--- config.mk ---
export PLATFORM = sky130hd
export DESIGN_NAME = fetch_unit
export DESIGN_NICKNAME = d
export VERILOG_FILES = /design/src/rtl/fetch_unit.sv
export SDC_FILE = /design/constraint.sdc
export NUM_CORES = 1
export LEC_CHECK = 0
export BUFFER_PORTS_ARGS = -buffer_cell sky130_fd_sc_hd__buf_2
export CAP_MARGIN = 40
export CORE_ASPECT_RATIO = 1.4
export CORE_MARGIN = 2
export CORE_UTILIZATION = 58
export CTS_CLUSTER_SIZE = 20
export DETAILED_ROUTE_END_ITERATION = 7
export MAX_ROUTING_LAYER = met4
export PLACE_DENSITY = 0.84
export SLEW_MARGIN = 40
export SYNTH_ARGS = -nofsm -noshare
export SYNTH_HDL_FRONTEND = slang
export SYNTH_SLANG_ARGS = --single-unit
--- constraint.sdc ---
create_clock -name clk -period 8.4 [get_ports clk]
set_input_delay 0.42 -clock clk [delete_from_list [all_inputs] [get_ports clk]]
set_output_delay 0.42 -clock clk [all_outputs]
set_load 0.05 [all_outputs]
--- src/rtl/fetch_unit.sv ---
// Instruction-fetch initiator for the instruction port of the block memory: owns the fetch PC,
// tracks one outstanding read and buffers up to two returned words for decode.
module fetch_unit #(
    parameter int unsigned       ADDR_W   = 16,
    parameter int unsigned       DATA_W   = 16,
    parameter logic [ADDR_W-1:0] RESET_PC = '0
) (
    input  logic              clk,
    input  logic              reset,
    output logic [ADDR_W-1:0] mem_addr,
    input  logic [DATA_W-1:0] mem_word,
    input  logic              redirect,
    input  logic [ADDR_W-1:0] redirect_pc,
    output logic              instr_valid,
    output logic [DATA_W-1:0] instr,
    output logic [ADDR_W-1:0] instr_pc,
    input  logic              instr_ready
);

    logic [ADDR_W-1:0] r_fetch_pc;
    logic              r_inflight;
    logic [ADDR_W-1:0] r_inflight_pc;
    logic [1:0]        r_count;
    logic              r_valid;
    logic [DATA_W-1:0] r_word0, r_word1;
    logic [ADDR_W-1:0] r_pc0, r_pc1;

    logic              w_pop;
    logic              w_issue;
    logic [2:0]        w_occ;
    logic [1:0]        w_cnt_pop;
    logic [1:0]        w_count_n;
    logic [DATA_W-1:0] w_word0_n, w_word1_n;
    logic [ADDR_W-1:0] w_pc0_n, w_pc1_n;

    assign mem_addr    = r_fetch_pc;
    assign instr_valid = r_valid;
    assign instr       = r_word0;
    assign instr_pc    = r_pc0;

    // Slot 0 is the head; a pop shifts slot 1 down before the returning word lands in the first free slot.
    always_comb begin
        w_pop     = r_valid & instr_ready;
        w_occ     = {1'b0, r_count} + {2'b00, r_inflight} - {2'b00, w_pop};
        w_issue   = (w_occ < 3'd2);
        w_cnt_pop = r_count - {1'b0, w_pop};
        w_count_n = w_cnt_pop + {1'b0, r_inflight};
        w_word0_n = r_word0;
        w_pc0_n   = r_pc0;
        w_word1_n = r_word1;
        w_pc1_n   = r_pc1;
        if (w_pop) begin
            w_word0_n = r_word1;
            w_pc0_n   = r_pc1;
        end
        if (r_inflight) begin
            if (w_cnt_pop == 2'd0) begin
                w_word0_n = mem_word;
                w_pc0_n   = r_inflight_pc;
            end else begin
                w_word1_n = mem_word;
                w_pc1_n   = r_inflight_pc;
            end
        end
    end

    always_ff @(posedge clk) begin
        if (reset) begin
            r_fetch_pc    <= RESET_PC;
            r_inflight    <= 1'b0;
            r_inflight_pc <= '0;
            r_count       <= '0;
            r_valid       <= 1'b0;
            r_word0       <= '0;
            r_pc0         <= '0;
            r_word1       <= '0;
            r_pc1         <= '0;
        end else if (redirect) begin
            r_fetch_pc <= redirect_pc;
            r_inflight <= 1'b0;
            r_count    <= '0;
            r_valid    <= 1'b0;
        end else begin
            r_inflight <= w_issue;
            if (w_issue) begin
                r_inflight_pc <= r_fetch_pc;
                r_fetch_pc    <= r_fetch_pc + ADDR_W'(1);
            end
            r_count <= w_count_n;
            r_valid <= (w_count_n != 2'd0);
            r_word0 <= w_word0_n;
            r_pc0   <= w_pc0_n;
            r_word1 <= w_word1_n;
            r_pc1   <= w_pc1_n;
        end
    end

endmodule
==> results of run 1 <==
## where the power goes
part / total [mW] / leakage (nW) / internal (mW) / switching [mW]
sequential: 0.527 / 0.815 / 0.502 / 0.0248
clock: 0.293 / 0.0931 / 0.136 / 0.157
combinational: 0.201 / 1.40 / 0.0606 / 0.141
total: 1.02 / 2.31 / 0.699 / 0.322
## kinds of logic (layout without fill, tap and decap cells)
kind of cell,count (synthesis),in the layout,share of synthesized area
flip-flops,100,100,0.481
AO/OA/AOI/OAI,61,61,0.122
buffers and inverters,69,145,0.0662
adder cells (fa/ha/maj),4,4,0.0138
XOR/XNOR,10,10,0.0211
AND/OR/NAND/NOR,170,170,0.181
multiplexers,48,48,0.116
## final timing paths
check,startpoint,end,cells after the start
max,r_count[0]$_SDFF_PP0_,mem_addr[12]$_SDFFE_PP0P_,8
min,mem_word[1],r_word1[1]$_SDFFE_PP0P_,3
max reg2reg,r_count[0]$_SDFF_PP0_,mem_addr[12]$_SDFFE_PP0P_,8
min reg2reg,r_inflight_pc[9]$_SDFFE_PP0P_,instr_pc[9]$_SDFFE_PP0N_,2
## registers in the layout, indices dropped and copies added (netlist names), 2 cells and up
signal	cells
r_pc1	16
r_word1	16
r_inflight_pc	16
instr_pc	16
instr	16
mem_addr	16
r_count	2
## layer usage
| metal | share of wire | vias up | wire [µm] | track usage |
|---|---|---|---|---|
| met2 | 0.50 | 112 | 4680 | 0.407 |
| met1 | 0.43 | 1672 | 4070 | 0.311 |
| met4 | 0.019 | 0 | 179 | 0.108 |
| met3 | 0.047 | 20 | 437 | 0.0329 |
| li1 | - | 1732 | - | - |
| met5 | 0 | - | 0 | - |
## cell usage in the layout, fill, tap and decap left out, drive strengths merged, types with 2 or more instances in the layout
cell,n
clkbuf,11
and3,2
a311oi,5
ha,3
and2,2
a21oi,2
o31ai,3
xnor2,9
nand4,4
or3,3
or4,3
o21ai,4
nor3,3
buf,92
mux2i,48
nand2,6
nor4b,3
or2,3
a2111oi,32
inv,37
nor4,3
dfxtp,100
nor2,129
nand3,4
clkinv,3
a211oi,9
## stage by stage
stage | cells | hold slack (ps) | power [mW] | setup WS [ps] | area [µm²]
after detailed placement | 616 | 484 | 0.737 | 4960 | 4650
after global placement | 615 | 468 | 0.730 | 5090 | 4630
after global routing | 633 | 308 | 1.07 | 4780 | 4840
final | 633 | 295 | 1.02 | 5040 | 4840
after CTS | 632 | 288 | 1.02 | 5080 | 4830
after floorplan | 462 | 455 | 0.683 | 5110 | 4160
## area by class of cell
| cell class | instances | share of cell area |
|---|---|---|
| multi-input combinational | 293 | 0.394 |
| timing repair buffer | 92 | 0.102 |
| sequential | 100 | 0.413 |
| clock inverter | 5 | 0.0108 |
| clock buffer | 11 | 0.0271 |
| tap | 95 | 0.0245 |
| inverter | 37 | 0.0287 |
## worst max-delay path: stages (launching register included)
cell and delay [ps]:
dfxtp_1 380, and3b_1 240, or2_2 350, ha_1 210, fa_1 600, nand4b_1 340
or2_0 370, or4_1 540, a311oi_1 250
==> impl_metrics.json, run 1 <==
{
  "drc": 0,
  "drt_iter0_drc": 160,
  "syn_area_per_cell_um2": 9.00,
  "max_freq_mhz": 298,
  "crit_path_end_kind": "flop",
  "die_w_um": 75.6,
  "synth_edf_count": 0,
  "track_usage": 0.253,
  "cp.required_ps": 8690,
  "dp.final_hpwl_mm": 6.40,
  "clock-sinks": 100,
  "antenna_left": 0,
  "grt_setup_unrepaired": "false",
  "ctsHoldBuffers": 0,
  "yosysUniqueCellTypes": 43,
  "wirelength_mm": 9.36,
  "setup_viol": 0,
  "drv_cap": 0,
  "crit_arrival_ps": 3640,
  "netlist_top_cells_count": "nor2_1 (129), dfxtp_1 (100), mux2i_1 (48)",
  "dieArea_um2": 7870,
  "syn_inst": 462,
  "synth_nets": 502,
  "yosysWarnings": 0,
  "synth_top_area_frac": 0.481,
  "clk_pin_slew_ps": 90,
  "htreeDepth": 3,
  "antenna_cells": 0,
  "pwr_density_cell_nw_per_um2": 211,
  "drive_above_1_share": 0.214,
  "cts-resized-gates": 0,
  "syn2layout_area_growth_pct": 16.5,
  "yosys.area.top_type": "dfxtp_1",
  "antenna_found_initial": 0,
  "ios": 85,
  "fillers": 587,
  "cts_buffer_depth": 2,
  "postLayoutCoreUtil": 0.698,
  "async_flop_share": 0,
  "tightest_slew_ps": 773,
  "ys.flop_type": "dfxtp_1",
  "hp-class": "primary input to flop",
  "wl_per_cell_um": 14.8,
  "vias": 3536,
  "multi_input_area_um2": 1910,
  "grt_max_degree": 62,
  "grt_overflow_total": 0,
  "fin_crit_sh": 0.400,
  "root_buffer": "clkbuf_8",
  "fin_nets": 573,
  "cts-buffers-inserted": 9,
  "hold_viol_final": 0,
  "critPathKind": "flop to flop",
  "finClkSkew_ps": 10.9,
  "post_cts_buffers": 0,
  "cellLeakagePower_nw": 2.31,
  "min_period_ps": 3360,
  "portBuffers": 84,
  "max-vdd-ir-drop_v": 0.000118,
  "firstDrtPassIters": 4,
  "startpoint_type": "flop",
  "ys_seq_area_frac": 0.481,
  "register_area_um2": 2000,
  "grt_pass1_wl_mm": 15.3,
  "status": "finished clean",
  "relSlewSlack": 0.483,
  "synth.most_common_cell": "nor2_1",
  "cp_max_fo": 11,
  "synth-seq-cells": 100,
  "clock_latency_ps": 370,
  "num_rows": 36,
  "ys_top_cells_by_area": "dfxtp_1 (48%), nor2_1 (12%), mux2i_1 (12%)",
  "grt_pass1_vias": 3423,
  "initial_core_util": 0.600,
  "syn_area_um2": 4160,
  "vias_per_cell": 5.59,
  "cts_tree": "yes",
  "rrSetupSlack_ps": 5040,
  "place.gp.congestion": 0.854,
  "core_um2": 6940,
  "setup_tns_ps": 0,
  "die_y_um": 104,
  "drv_slew": 0
}
Power figures use the tool's default switching activity.
==> run 2: changes to the inputs <==
--- a/config.mk
+++ b/config.mk
@@ -9,11 +9,11 @@
 export CAP_MARGIN = 40
 export CORE_ASPECT_RATIO = 1.4
 export CORE_MARGIN = 2
-export CORE_UTILIZATION = 58
+export CORE_UTILIZATION = 49
 export CTS_CLUSTER_SIZE = 20
 export DETAILED_ROUTE_END_ITERATION = 7
 export MAX_ROUTING_LAYER = met4
-export PLACE_DENSITY = 0.84
+export PLACE_DENSITY = 0.75
 export SLEW_MARGIN = 40
 export SYNTH_ARGS = -nofsm -noshare
 export SYNTH_HDL_FRONTEND = slang
==> constraint.sdc (replaced) <==
create_clock -name clk -period 2.8 [get_ports clk]
set_input_delay 0.14 -clock clk [delete_from_list [all_inputs] [get_ports clk]]
set_output_delay 0.14 -clock clk [all_outputs]
set_load 0.05 [all_outputs]
==> run 2 against run 1 <==
  * Clock skew decreased by 3.8 ps
  * Clock-buffer cell count grew 1
  * Largest power group unchanged
  * Clock power rose to 4.3 times the previous value
  * Register-to-register slack lost 5000 ps
  * Setup slack got worse by 5000 ps
  * Sequential power increased to 3.0 times the previous value
  * Total power grew to 3.4 times the previous value
  * First-iteration DRC count is 0.63% lower
  * Non-clock buffer count is 11 higher
==> impl_metrics.json, run 2 (synthesized netlist as in run 1, its figures left out) <==
{
  "syn2layout_area_growth_pct": 23.3,
  "final_common_cell": "nor2_1",
  "worst_hold_slack_ps": 53.0,
  "dp.final_hpwl_mm": 6.45,
  "cts_buffer_depth": 2,
  "antenna_cells": 0,
  "num_rows": 39,
  "grt_pass1_vias": 3388,
  "power_mw": 3.46,
  "clk_pin_slew_ps": 70,
  "ctsHoldBuffers": 0,
  "portBuffers": 84,
  "grt_setup_unrepaired": "true",
  "p_int_mw": 2.45,
  "cellLeakagePower_nw": 2.42,
  "antenna_left": 0,
  "drc": 0,
  "die_y_um": 113,
  "critPathKind": "flop to flop",
  "tightest_slew_ps": 518,
  "setup_viol": 0,
  "cp.required_ps": 3040,
  "mostFrequentLayoutCells": "nor2_1 (129), dfxtp_1 (98), buf_2 (84)",
  "wl_per_cell_um": 14.6,
  "max-vdd-ir-drop_v": 0.000530,
  "vias": 3542,
  "instances_no_fill": 651,
  "min_period_ps": 2750,
  "htreeDepth": 3,
  "drv_cap": 0,
  "dp.cells": 634,
  "seqPwrFrac": 0.457,
  "die_w_um": 81.9,
  "hold_viol_final": 0,
  "relSlewSlack": 0.654,
  "clock_latency_ps": 340,
  "finClkSkew_ps": 7.09,
  "grt_max_degree": 53,
  "crit_path_end_kind": "flop",
  "pwr_density_cell_nw_per_um2": 675,
  "status": "finished clean",
  "antenna_found_initial": 0,
  "hp-class": "primary input to flop",
  "core_um2": 8200,
  "clock-sinks": 100,
  "vias_per_cell": 5.44,
  "dieArea_um2": 9250,
  "track_usage": 0.214,
  "startpoint_type": "flop",
  "grt_pass1_wl_mm": 15.2,
  "power_frac_clock": 0.360,
  "fin_nets": 584,
  "wirelength_mm": 9.53,
  "cts_tree": "yes",
  "combPwrFrac": 0.183,
  "initial_core_util": 0.507,
  "max_freq_mhz": 364,
  "cts-buffers-inserted": 9,
  "ios": 85,
  "drv_slew": 0,
  "root_buffer": "clkbuf_16",
  "cp_max_fo": 4,
  "drt_iter0_drc": 159,
  "firstDrtPassIters": 4,
  "drive_above_1_share": 0.255,
  "fin_crit_sh": 0.982,
  "place.gp.congestion": 0.867,
  "p_sw_frac": 0.292,
  "crit_arrival_ps": 2990,
  "grt_overflow_total": 0,
  "switching_power_mw": 1.01
}
run 2: cell count changes in the layout (fill, tap and decap cells not counted), sizes merged:
cell	delta
buf	+11
clkinv	-1
clkbuf	+1
run 2: power groups by stage:
stage                     combinational, mW  sequential, mW  clock, mW
after floorplan                       0.246            1.81          0
after detailed placement              0.619            1.61          0
after global routing                  0.683            1.59       1.32
after CTS                             0.624            1.58       1.27
after global placement                0.607            1.61          0
final                                 0.634            1.58       1.25
run 2: repair_timing:
item	CTS	global route
gates resized for setup	5	17
cloned	0	0
setup endpoints to repair	3	20
pin swaps	1	5
setup buffers	0	1
run 2: path summary, 6_finish.rpt:
path	startpoint	endpoint	slack, ps	cells after the start
min reg2reg	r_inflight_pc[2]$_SDFFE_PP0P_	instr_pc[2]$_SDFFE_PP0N_	470	2
min	mem_word[15]	instr[15]$_SDFFE_PP0N_	50	3
max	r_count[0]$_SDFF_PP0_	mem_addr[11]$_SDFFE_PP0P_	50	8
max reg2reg	r_count[0]$_SDFF_PP0_	mem_addr[11]$_SDFFE_PP0P_	50	8
run 2: cell type report:
class                           instances  area [µm²]
Clock buffer                           12         256
Clock inverter                          4        47.5
Fill cell                             705        3070
Inverter                               37         139
Multi-Input combinational cell        293        1980
Sequential cell                       100        2010
Tap cell                              102         128
Timing Repair Buffer                  103         576
run 2: layer usage:
metal | routed length, µm | track usage | vias to the layer above
li1 | - | - | 1760
met1 | 4330 | 0.260 | 1684
met2 | 4580 | 0.341 | 80
met3 | 401 | 0.0423 | 18
met4 | 223 | 0.0933 | 0
met5 | 0 | - | -
run 2: critical path, stage by stage (launching register included):
cell and delay [ps]:
dfxtp_2 340, and3b_2 220, or2_4 240, ha_4 170, fa_2 360, xnor2_1 150
or3_4 400, or4_1 520, a311oi_1 270
run 2: through the flow:
step	instance area [µm²]	setup TNS [ps]	setup slack (ps)	utilization
2_1_floorplan	4190	-138	-76.8	-
3_3_place_gp	4760	0	63.4	0.580
3_5_place_dp	4760	-92.0	-50.9	0.580
4_1_cts	5070	0	18.0	0.619
5_1_grt	5130	-10.8	-6.30	0.626
6_report	5130	0	50.7	0.626
==> run 3: changes to the inputs <==
--- a/config.mk
+++ b/config.mk
@@ -14,6 +14,7 @@
 export DETAILED_ROUTE_END_ITERATION = 7
 export MAX_ROUTING_LAYER = met4
 export PLACE_DENSITY = 0.75
+export RECOVER_POWER = 100
 export SLEW_MARGIN = 40
 export SYNTH_ARGS = -nofsm -noshare
 export SYNTH_HDL_FRONTEND = slang
==> run 3 against run 2 <==
  * Clock-buffer cell count is the same
  * Non-clock buffer count unchanged
  * Critical path depth unchanged
  * Critical path type unchanged
  * Hold slack about the same
  * Clock power about the same
  * Global-route usage did not move
  * Maximum frequency hardly changed
  * Final cell count is the same
  * Setup slack better by 1.6 ps
  * Combinational power fell by 3%
  * Die area is the same
  * Clock skew hardly changed
==> impl_metrics.json, run 3 (synthesized netlist as in run 1, its figures left out) <==
{
  "status": "finished clean",
  "die_y_um": 113,
  "crit_path_end_kind": "flop",
  "cp_top_family": "simple AND/OR/NAND/NOR gates",
  "cts_tree": "yes",
  "cellLeakagePower_nw": 2.24,
  "root_buffer": "clkbuf_16",
  "track_usage": 0.214,
  "antenna_found_initial": 0,
  "cts-buffers-inserted": 9,
  "ios": 85,
  "power_frac_clock": 0.362,
  "core_um2": 8200,
  "cts_buffer_depth": 2,
  "switching_power_mw": 1.01,
  "final_common_cell": "nor2_1",
  "relSlewSlack": 0.553,
  "final.setup.worst_slack_ps": 52.3,
  "fillers": 733,
  "wl_per_cell_um": 14.6,
  "drv_slew": 0,
  "fin_nets": 584,
  "ctsHoldBuffers": 0,
  "max-vdd-ir-drop_v": 0.000531,
  "p_sw_frac": 0.294,
  "portBuffers": 84,
  "num_rows": 39,
  "grt_max_degree": 53,
  "tightest_slew_ps": 674,
  "htreeDepth": 3,
  "finClkSkew_ps": 7.39,
  "slowest_delay_ps": 520,
  "clk_pin_slew_ps": 70,
  "grt_setup_unrepaired": "true",
  "hp-class": "primary input to flop",
  "drt_iter0_drc": 181,
  "max_freq_mhz": 364,
  "drive_above_1_share": 0.175,
  "cp_slowest_cell": "or4_1",
  "fin_crit_sh": 0.981,
  "cp.required_ps": 3040,
  "grt_overflow_total": 0,
  "antenna_cells": 0,
  "vias": 3549,
  "clock_latency_ps": 340,
  "die_w_um": 81.9,
  "crit_arrival_ps": 2990,
  "min_period_ps": 2750,
  "syn2layout_area_growth_pct": 22.0,
  "place_ws_ps": -50.9,
  "dieArea_um2": 9250,
  "cp_max_fo": 4,
  "grt_pass1_wl_mm": 15.2,
  "hold_viol_final": 0,
  "worst_hold_slack_ps": 53.2,
  "mostFrequentLayoutCells": "nor2_1 (129), dfxtp_1 (98), mux2i_1 (48)",
  "startpoint_type": "flop",
  "combPwrFrac": 0.179,
  "drc": 0,
  "clock-sinks": 100,
  "drv_cap": 0,
  "initial_core_util": 0.507,
  "vias_per_cell": 5.45,
  "place.gp.congestion": 0.867,
  "wirelength_mm": 9.50,
  "antenna_left": 0,
  "dp.final_hpwl_mm": 6.45,
  "postLayoutCoreUtil": 0.619,
  "seqPwrFrac": 0.459,
  "critPathKind": "flop to flop",
  "setup_viol": 0,
  "path_buf_inv": 0,
  "path_cells": "and3b_2 > or2_4 > ha_4 > fa_2 > xnor2_1 > or3_4 > or4_1 > a311oi_1",
  "grt_pass1_vias": 3388,
  "p_int_mw": 2.43,
  "pwr_density_cell_nw_per_um2": 679,
  "firstDrtPassIters": 4
}
-- run 3: cell type report --
class                   count  area (µm²)  area share
clock buffers              12         256      0.0505
flip-flops and latches    100        2010       0.395
clock inverters             4        47.5     0.00937
multi-input cells         293        1980       0.390
inverters                  37         139      0.0274
well taps                 102         128      0.0251
repair buffers            103         520       0.103
-- run 3: worst paths after layout --
check / depth (start not counted) / to / startpoint / slack, ps
worst max-delay path: 8 / mem_addr[11]$_SDFFE_PP0P_ / r_count[0]$_SDFF_PP0_ / 50
worst min-delay path: 3 / r_word1[10]$_SDFFE_PP0P_ / mem_word[10] / 50
worst max register to register: 8 / mem_addr[11]$_SDFFE_PP0P_ / r_count[0]$_SDFF_PP0_ / 50
worst min register to register: 2 / instr_pc[2]$_SDFFE_PP0N_ / r_inflight_pc[2]$_SDFFE_PP0P_ / 470
-- run 3: timing repair --
item / CTS / global route
endpoints found under the hold margin: 0 / 0
endpoints found under the setup margin: 3 / 20
resized for setup: 5 / 17
pin swaps: 1 / 5
buffers inserted: 0 / 1
-- run 3: stage by stage --
| stage | instance area [µm²] | total power, mW | setup TNS, ps | std cells |
|---|---|---|---|---|
| final | 5070 | 3.45 | 0 | 651 |
| after global routing | 5070 | 3.58 | -13.3 | 651 |
| after CTS | 5070 | 3.47 | 0 | 650 |
| after detailed placement | 4760 | 2.23 | -92.0 | 634 |
| after global placement | 4760 | 2.21 | 0 | 634 |
| after floorplan | 4190 | 2.06 | -138 | 462 |
-- run 3: power groups by stage --
stage               Clock, mW  Combinational, mW  Sequential [mW]
floorplan                   0              0.246             1.81
global placement            0              0.607             1.61
detailed placement          0              0.619             1.61
CTS                      1.27              0.624             1.58
global route             1.32              0.667             1.59
finish                   1.25              0.618             1.58
-- run 3: routing by layer --
metal  global-route usage  share of wire  vias up
li1                     -              -     1759
met1                0.260           0.45     1680
met2                0.341           0.48       93
met3               0.0423          0.047       17
met4               0.0933          0.023        0
met5                    -              0        -
-- run 3: worst min-delay path: stages --
cell     delay, ps
buf_2           90
mux2i_1         60
nor2_1          70
